--- src/rtl/ps2_kbd_pkg.sv ---
// Shared PS/2 keyboard constants: prefix bytes, receiver error codes, parser states, default key map.
// Latency: n/a (declarations only).
// Backpressure: n/a.
package ps2_kbd_pkg;

  // Prefix and receiver-error bytes
  localparam logic [7:0] PS2_EXT  = 8'hE0;
  localparam logic [7:0] PS2_BRK  = 8'hF0;
  localparam logic [7:0] PS2_ERR0 = 8'h00;
  localparam logic [7:0] PS2_ERR1 = 8'hFF;

  typedef enum logic [1:0] {
    IDLE    = 2'd0,
    EXT     = 2'd1,
    BRK     = 2'd2,
    EXT_BRK = 2'd3
  } ps2_state_t;

  // Default command scan codes (all non-extended)
  localparam logic [7:0] KEY_UP        = 8'h1D;
  localparam logic [7:0] KEY_DOWN      = 8'h1B;
  localparam logic [7:0] KEY_NEXT      = 8'h1C;
  localparam logic [7:0] KEY_PREV      = 8'h23;
  localparam logic [7:0] KEY_RESET     = 8'h2D;
  localparam logic [7:0] KEY_FORMAT    = 8'h2B;
  localparam logic [7:0] KEY_ALARM_OFF = 8'h15;
  localparam logic [7:0] KEY_SET_TIME  = 8'h21;

  // Entry i occupies bits [9i+8:9i] = {ext, code}; entry 0 is the LSBs.
  localparam logic [71:0] DEFAULT_KEY_MAP = {
    1'b0, KEY_SET_TIME,
    1'b0, KEY_ALARM_OFF,
    1'b0, KEY_FORMAT,
    1'b0, KEY_RESET,
    1'b0, KEY_PREV,
    1'b0, KEY_NEXT,
    1'b0, KEY_DOWN,
    1'b0, KEY_UP
  };

endpackage

--- src/rtl/ps2_prefix_parser.sv ---
// Strips E0/F0 prefixes from a PS/2 byte stream and flags each completed scan code.
// Latency: code_* is combinational with the rx_ready cycle carrying the final byte.
// Backpressure: none; every strobed byte is consumed in its cycle.
// Ports: clk, reset (sync, active-high); rx_ready/rx_byte input strobe;
//        code_valid/code_ext/code_brk/code_byte describe the completed code.
module ps2_prefix_parser
  import ps2_kbd_pkg::*;
(
  input  logic       clk,
  input  logic       reset,
  input  logic       rx_ready,
  input  logic [7:0] rx_byte,
  output logic       code_valid,
  output logic       code_ext,
  output logic       code_brk,
  output logic [7:0] code_byte
);

  ps2_state_t state;
  logic       is_err;
  logic       is_ext;
  logic       is_brk;

  assign is_err = (rx_byte == PS2_ERR0) || (rx_byte == PS2_ERR1);
  assign is_ext = (rx_byte == PS2_EXT);
  assign is_brk = (rx_byte == PS2_BRK);

  // The completion flags are decoded from the registered state and the live
  // byte so the decoder's registered outputs land one cycle after rx_ready.
  // Prefix bytes never complete a code in any state; repeated or misplaced
  // prefixes simply hold the current state.
  assign code_valid = rx_ready && !is_err && !is_ext && !is_brk;
  assign code_ext   = (state == EXT) || (state == EXT_BRK);
  assign code_brk   = (state == BRK) || (state == EXT_BRK);
  assign code_byte  = rx_byte;

  always_ff @(posedge clk) begin
    if (reset) begin
      state <= IDLE;
    end else if (rx_ready) begin
      if (is_err) begin
        state <= IDLE;
      end else begin
        case (state)
          IDLE: begin
            if (is_ext)      state <= EXT;
            else if (is_brk) state <= BRK;
          end
          EXT: begin
            if (is_brk)       state <= EXT_BRK;
            else if (!is_ext) state <= IDLE;
          end
          BRK, EXT_BRK: begin
            if (!is_ext && !is_brk) state <= IDLE;
          end
          default: state <= IDLE;
        endcase
      end
    end
  end

endmodule

--- src/rtl/ps2_cmd_decoder.sv ---
// Maps PS/2 make/break codes onto command channels: press pulses, held levels, typematic repeat.
// Latency: outputs registered, 1 cycle after the rx_ready carrying the final byte of a code.
// Backpressure: none; the byte stream is consumed at line rate.
// Ports: clk, reset (sync, active-high); rx_ready/rx_byte from the PS/2 receiver;
//        key_map (9 bits per command, {ext, code}); cmd_pulse, cmd_held, unknown_pulse outputs.
module ps2_cmd_decoder
  import ps2_kbd_pkg::*;
#(
  parameter int                  NUM_CMDS      = 8,
  parameter int                  REPEAT_DELAY  = 25000000,
  parameter int                  REPEAT_PERIOD = 5000000,
  parameter logic [NUM_CMDS-1:0] REPEAT_MASK   = 8'h03
) (
  input  logic                  clk,
  input  logic                  reset,
  input  logic                  rx_ready,
  input  logic [7:0]            rx_byte,
  input  logic [9*NUM_CMDS-1:0] key_map,
  output logic [NUM_CMDS-1:0]   cmd_pulse,
  output logic [NUM_CMDS-1:0]   cmd_held,
  output logic                  unknown_pulse
);

  localparam int MAX_CYC = (REPEAT_DELAY > REPEAT_PERIOD) ? REPEAT_DELAY : REPEAT_PERIOD;
  localparam int CNT_W   = ($clog2(MAX_CYC) < 1) ? 1 : $clog2(MAX_CYC);
  localparam int IDX_W   = ($clog2(NUM_CMDS) < 1) ? 1 : $clog2(NUM_CMDS);

  logic             code_valid;
  logic             code_ext;
  logic             code_brk;
  logic [7:0]       code_byte;

  ps2_prefix_parser u_parser (
    .clk        (clk),
    .reset      (reset),
    .rx_ready   (rx_ready),
    .rx_byte    (rx_byte),
    .code_valid (code_valid),
    .code_ext   (code_ext),
    .code_brk   (code_brk),
    .code_byte  (code_byte)
  );

  // Repeat engine state: one shared counter owned by the latest repeatable press.
  logic             rep_active;
  logic [IDX_W-1:0] rep_owner;
  logic [CNT_W-1:0] rep_cnt;

  logic             hit;
  logic [IDX_W-1:0] hit_idx;

  logic [NUM_CMDS-1:0] pulse_n;
  logic [NUM_CMDS-1:0] held_n;
  logic                unk_n;
  logic                active_n;
  logic [IDX_W-1:0]    owner_n;
  logic [CNT_W-1:0]    cnt_n;

  // Scan from the top so the lowest matching index is the one left standing.
  always_comb begin
    hit     = 1'b0;
    hit_idx = '0;
    for (int i = NUM_CMDS - 1; i >= 0; i--) begin
      if (key_map[9*i +: 9] == {code_ext, code_byte}) begin
        hit     = 1'b1;
        hit_idx = IDX_W'(i);
      end
    end
  end

  always_comb begin
    pulse_n  = '0;
    held_n   = cmd_held;
    unk_n    = 1'b0;
    active_n = rep_active;
    owner_n  = rep_owner;
    cnt_n    = rep_cnt;

    // Free-running tick of the repeat engine; key events below may override it.
    if (rep_active) begin
      if (rep_cnt == '0) begin
        pulse_n[rep_owner] = 1'b1;
        cnt_n              = CNT_W'(REPEAT_PERIOD - 1);
      end else begin
        cnt_n = rep_cnt - CNT_W'(1);
      end
    end

    if (code_valid) begin
      if (!hit) begin
        unk_n = !code_brk;
      end else if (code_brk) begin
        held_n[hit_idx] = 1'b0;
        // A break of the owner beats a coincident expiry pulse.
        if (rep_active && (rep_owner == hit_idx)) begin
          active_n         = 1'b0;
          pulse_n[hit_idx] = 1'b0;
        end
      end else if (!cmd_held[hit_idx]) begin
        // Makes of an already-held key are keyboard typematic and are dropped
        // entirely, so they cannot steal back or restart the repeat engine.
        held_n[hit_idx]  = 1'b1;
        pulse_n[hit_idx] = 1'b1;
        if (REPEAT_MASK[hit_idx]) begin
          active_n = 1'b1;
          owner_n  = hit_idx;
          cnt_n    = CNT_W'(REPEAT_DELAY - 1);
        end
      end
    end
  end

  always_ff @(posedge clk) begin
    if (reset) begin
      cmd_pulse     <= '0;
      cmd_held      <= '0;
      unknown_pulse <= 1'b0;
      rep_active    <= 1'b0;
      rep_owner     <= '0;
      rep_cnt       <= '0;
    end else begin
      cmd_pulse     <= pulse_n;
      cmd_held      <= held_n;
      unknown_pulse <= unk_n;
      rep_active    <= active_n;
      rep_owner     <= owner_n;
      rep_cnt       <= cnt_n;
    end
  end

endmodule

--- config.mk ---
export PLATFORM = sky130hd
export DESIGN_NAME = ps2_cmd_decoder
export DESIGN_NICKNAME = d
export VERILOG_FILES = /design/src/rtl/ps2_kbd_pkg.sv /design/src/rtl/ps2_prefix_parser.sv /design/src/rtl/ps2_cmd_decoder.sv
export SDC_FILE = /design/constraint.sdc
export NUM_CORES = 1
export LEC_CHECK = 0
export ABC_AREA = 1
export CORE_MARGIN = 2
export CORE_UTILIZATION = 40
export DETAILED_ROUTE_END_ITERATION = 10
export GPL_TIMING_DRIVEN = 1
export PLACE_DENSITY = 0.69
export SYNTH_ARGS = -nofsm -noshare
export SYNTH_HDL_FRONTEND = slang
export SYNTH_HIERARCHICAL = 1
export SYNTH_SLANG_ARGS = --single-unit
--- constraint.sdc ---
create_clock -name clk -period 2.95 [get_ports clk]
set_input_delay 0.885 -clock clk [delete_from_list [all_inputs] [get_ports clk]]
set_output_delay 0.885 -clock clk [all_outputs]
set_load 0.02 [all_outputs]
==> metrics.txt, run 1 <==
TritonRoute pass-1 iters 5; buffers and inverters on the worst path 4; crit path DAT 3.24 ns; most frequent cells in the layout 143 x nand2_1, 95 x nor2_1, 86 x inv_1, 60 x buf_4, 47 x dfxtp_1; Net Count, Synth 762; Max Cap Violations 0; final hold vios 0; YS warnings 6; Rows 36; relative slew slack 63.1%; TritonCTS Sinks 48; total core area 9820 um^2; die extent in y 105 um; CP peak stage delay about 0.25 ns; Die Width 105 um; Fmax 332 MHz; port buffer count 99; CTS buffer count 5; Final Max Tran Viols 0; Comb pwr share 32.0%; clk_lat worst skew roughly 0.30 ns; P_sw 566 uW; synth unique cells 40; largest net degree at the start of global routing 24; Initial Util 41.5%; first-pass GRT wire length 21300 um; #FFs+latches synth 48; Syn Inst Count 678; Power, Total 1860 uW; worst clock skew 0.00970 ns; fillers 770; CTS Buffer Depth 2; crit end category register; Pint 1290 uW; vias per inst 5.04; worst setup margin -0.0610 ns; crit-path cells dlygate4sd2_1 > or2_1 > a21oi_2 > nand3_1 > nor2_2 > inv_1 > nand2_1 > nand2_2 > buf_6 > nand4_1 > nand2_2 > nor2_4 > nand2_4 > nor2_8 > nand3_4 > buf_6 > o21ai_1; CP top delay family simple AND/OR/NAND/NOR gates; commonest non-fill, non-tap cell in the layout nand2_1; PwrDens 282 nW/um^2; final instance area 6610 um^2; LEAKAGE 0.00327 uW; part of the power in registers roughly 37%; leading area contributor after synthesis dfxtp_1; number of routed nets with antenna violations 0; Clk pwr share 31.2%; share of the synthesized area in the top cell type 23.6%; setup violators final 10; result of the run finished with violations; DRC 0; Net Sw Frac a little under a third; area growth from synthesis to layout 62.0%; crit path kind input port to register; # nets final about 930; Die ar. about 11000 um^2; DPL Wire Length 9510 um; fin crit period between 3 and 4 ns; placed cell area 5540 um^2; WL final 14500 um; H-tree Lvls 2; worst-path fanout max 4; pre-CTS WS -0.714 ns; Top Ports 100; mapped cell area between 4000 and 5000 um^2; routability congestion estimate from global placement around 0.92; Root Buffer clkbuf_8; Clock transition at path regs 0.10 ns; dominant cells by area after synthesis dfxtp_1 24%, nand2_1 15%, nor2_1 11%; critical path required time 3.17 ns; total track usage a little under a quarter; WL per Instance 14.8 um; hold_ws about 0.5 ns; CTS tree yes; failing checks setup timing; fin crit share 102%; worst-margin pin slew 0.550 ns; drt first-iter violations 320; routed via count 4926; Worst Hold Class register to register; slowest CP cell or2_1; vias in the first global route 4624; Worst VDD drop 0.226 mV; layout cells sized above 1 approximately 28%; GRT overflow 0; Startpoint Class input port; initial antenna violation count 2; post-synthesis sequential area ratio 23.6%; synthesized area per cell 6.01 um^2
==> cell type report <==
| class | instances | area [um^2] | share of cell area [%] |
|---|---|---|---|
| multi-input cells | 504 | 3110 | 47.0 |
| flip-flops and latches | 48 | 962 | 14.6 |
| diodes | 2 | 5.00 | 0.0758 |
| clock buffers | 5 | 68.8 | 1.04 |
| inverters | 103 | 393 | 5.95 |
| repair buffers | 180 | 1840 | 27.8 |
| clock inverters | 3 | 68.8 | 1.04 |
| well taps | 133 | 166 | 2.52 |
==> through the flow <==
stage | utilization, % | instances | TNS, ns
finish | 67.3 | 978 | -0.126
global route | 67.3 | 978 | -1.75
CTS | 63.0 | 974 | 0
detailed placement | 56.4 | 940 | -29.27
global placement | 56.4 | 940 | -23.58
floorplan | - | 678 | 0
==> path summary, 6_finish.rpt <==
check,startpoint,to,slack (ns),cells after the start
max reg2reg,u_parser/state[0]$_SDFFE_PP0P_,rep_owner[0]$_SDFFE_PP0P_,0.29,19
min reg2reg,rep_cnt[8]$_SDFF_PP0_,rep_cnt[8]$_SDFF_PP0_,0.50,2
min,rep_cnt[8]$_SDFF_PP0_,rep_cnt[8]$_SDFF_PP0_,0.50,2
max,key_map[18],rep_owner[0]$_SDFFE_PP0P_,-0.06,17
==> per-layer routing <==
layer / GRT usage [%] / vias up / share of wire (%)
met5: 0 / - / 0
met4: 7.05 / 0 / 2.7
met3: 2.37 / 34 / 5.0
met2: 42.9 / 173 / 52
met1: 29.1 / 2299 / 40
li1: - / 2420 / -
==> synthesized netlist by cell type (all sizes together) <==
| library cell | n |
|---|---|
| a21oi | 37 |
| a31oi | 3 |
| buf | 20 |
| clkbuf | 4 |
| clkinv | 2 |
| dfxtp | 48 |
| ha | 1 |
| inv | 101 |
| nand2 | 172 |
| nand3 | 36 |
| nand3b | 1 |
| nand4 | 11 |
| nor2 | 130 |
| nor3 | 9 |
| nor3b | 1 |
| nor4 | 3 |
| o211ai | 1 |
| o21a | 4 |
| o21ai | 32 |
| o21bai | 1 |
| o31ai | 2 |
| or2 | 3 |
| or4 | 1 |
| xnor2 | 38 |
| xor2 | 17 |
==> worst register-to-register path, cell delays in order (launching register included) <==
cell     delay (ns)
dfxtp_2        0.55
xnor2_2        0.18
nand2_2        0.07
nor2_2         0.16
nand2_4        0.08
nand2_2        0.07
nand2_1        0.06
nand2_1        0.08
nand2_1        0.05
nand2_1        0.07
nand2_2        0.09
buf_6          0.13
nand4_1        0.10
nand2_2        0.10
nor2_4         0.15
nand2_4        0.09
nor2_8         0.12
nand3_4        0.14
buf_6          0.15
o21ai_1        0.14
==> cells by family after synthesis <==
| kind of cell | synth area share (%) |
|---|---|
| adder cells (fa/ha/maj) | 0.307 |
| buffers and inverters | 13.8 |
| AND/OR/NAND/NOR | 39.3 |
| XOR/XNOR | 11.8 |
| flip-flops | 23.6 |
| AO/OA/AOI/OAI | 11.2 |
==> power by group through the flow <==
stage	clock network [uW]	registers, uW	logic (uW)
6_report	580	686	595
5_1_grt	615	689	642
4_1_cts	585	684	537
3_5_place_dp	0	699	490
2_1_floorplan	0	693	281
3_3_place_gp	0	698	479
==> repair_timing <==
| action | 4_1_cts | 5_1_grt |
|---|---|---|
| hold buffers | 0 | 0 |
| endpoints found under the setup margin | 45 | 45 |
| resized for setup | 141 | 126 |
| gates cloned | 6 | 0 |
| buffers inserted | 20 | 5 |
| pin swaps | 69 | 100 |
(Power assumes the default switching activity.)
==> run 2, diff against run 1 <==
Clock period 2.95 ns to 2.6 ns, I/O delays scaled along.
==> metrics.txt, run 2 (same netlist as run 1, synthesis figures left out) <==
placed cell area 5630 um^2; largest net degree at the start of global routing 24; TritonCTS Sinks 48; RSZ-0062 raised after global routing yes; vias per inst a little under 5; worst setup margin -0.147 ns; Power, Total 1960 uW; Die Width 105 um; worst clock skew 0.0183 ns; Fmax 364 MHz; routability congestion estimate from global placement 0.940; total core area 9820 um^2; met2 GRT Util 43.3%; worst-path fanout max 5; Worst VDD drop 0.272 mV; H-tree Lvls 2; Rows 36; Root Buffer clkbuf_8; commonest non-fill, non-tap cell in the layout nand2_1; DRC 0; WL per Instance 14.2 um; first-pass GRT wire length approximately 22000 um; routed via count a little under 5k; slowest CP cell nor2_4; clk_lat worst skew 0.32 ns; final instance area ~6400 um^2; drt first-iter violations 282; Clock transition at path regs 0.09 ns; Max Cap Violations 0; crit-path cells buf_8 > buf_6 > buf_4 > xor2_1 > nor2_1 > nand3_2 > nor2_4 > nor2_4 > nand2_2 > buf_12 > nor2_2 > nand4_1 > nand2_2 > nor2_4 > nand2_4 > nor2_8 > buf_12 > nand2_8 > nand2_8 > a21oi_2; Core Util, Final 64.7%; crit path kind input port to register; LEAKAGE 0.00301 uW; DPL Wire Length 9790 um; fin crit share 106%; fin crit period 2.75 ns; port buffer count a little under 100; Final Max Tran Viols 0; worst-margin pin slew ~0.46 ns; number of routed nets with antenna violations 0; final hold vios 0; most frequent cells in the layout 149 x nand2_1, 95 x nor2_1, 88 x inv_1, 67 x dlygate4sd2_1, 60 x buf_4; area growth from synthesis to layout 55.8%; vias in the first global route 4665; total track usage 24.3%; M3 GR Usage 3.49%; initial antenna violation count 2; die extent in y approximately 100 um; CP top delay family simple AND/OR/NAND/NOR gates; CTS Buffer Depth 2; Initial Util roughly two fifths; Startpoint Class input port; critical path required time 2.79 ns; CTS tree yes; Worst Hold Class register to register; CP peak stage delay 0.18 ns; crit path DAT 2.94 ns; register area 961 um^2; WL final approximately 14000 um; GR Layer Usage met1 29.6%; buffers and inverters on the worst path 5; crit end category register; GRT overflow 0; # nets final 930; PwrDens a little over 300 nW/um^2; layout cells sized above 1 a little over a quarter; area of the multi-input gates 2980 um^2; grt peak-use layer met2; Top Ports 100; failing checks setup timing; CTS buffer count 5; Die ar. about 11000 um^2; result of the run finished with violations; setup violators final between 40 and 50; TritonRoute pass-1 iters 4; fillers 841; relative slew slack between 60 and 70%; CP most frequent cell nor2_4
-- run 2: cell count changes in the layout (fill, tap and decap cells not counted), sizes merged --
| cell | change |
|---|---|
| dlygate4sd2 | +30 |
| dlymetal6s2s | -25 |
| buf | +4 |
| clkdlybuf4s50 | -4 |
| bufinv | -1 |
| clkbuf | -1 |
| clkinv | +1 |
-- run 2: worst paths after layout --
check                                                    start                         to  slack [ns]  cells past startpoint
worst max-delay path                                rx_byte[7]      rep_cnt[9]$_SDFF_PP0_       -0.15                     20
worst min-delay path                 rep_owner[0]$_SDFFE_PP0P_  rep_owner[0]$_SDFFE_PP0P_        0.52                      2
worst max register to register  u_parser/state[0]$_SDFFE_PP0P_      rep_cnt[8]$_SDFF_PP0_        0.11                     20
worst min register to register       rep_owner[0]$_SDFFE_PP0P_  rep_owner[0]$_SDFFE_PP0P_        0.52                      2
-- run 2: metal layers --
| layer | vias to the layer above | part of all wire (%) |
|---|---|---|
| met2 | 165 | 50 |
| met4 | 0 | 2.7 |
| li1 | 2430 | - |
| met3 | 33 | 5.3 |
| met5 | - | 0 |
| met1 | 2239 | 42 |
-- run 2: cell type report --
cell class / instances / area share [%]
inverter: 103 / 6.20
clock inverter: 3 / 0.669
sequential: 48 / 15.1
antenna: 2 / 0.0788
clock buffer: 5 / 1.08
multi-input combinational: 504 / 46.9
tap: 133 / 2.62
timing repair buffer: 184 / 27.4
-- run 2: through the flow --
step	setup TNS, ns	setup slack, ns	hold WS [ns]	std cells
floorplan	-2.23	-0.107	0.460	678
global placement	-31.93	-0.777	0.481	946
detailed placement	-35.06	-0.836	0.483	946
CTS	-1.86	-0.0966	0.518	977
global route	-10.16	-0.270	0.546	982
finish	-4.27	-0.147	0.521	982
-- run 2: worst min-delay path, delay by kind of cell, from the launching register on --
kind	cells	cell delay, ns
flip-flops	1	0.35
AND/OR/NAND/NOR	1	0.08
AO/OA/AOI/OAI	1	0.05
-- run 2: repair_timing --
item                       4_1_cts  5_1_grt
setup endpoints to repair       45       45
hold buffers                     0        0
pin swaps                       96       45
setup buffers                   16        4
gates resized for setup        184       50
gates cloned                     7        0
-- run 2: power by group --
part / switching [uW] / internal, uW
Sequential: 18.0 / 754
Combinational: 331 / 301
Clock: 267 / 285
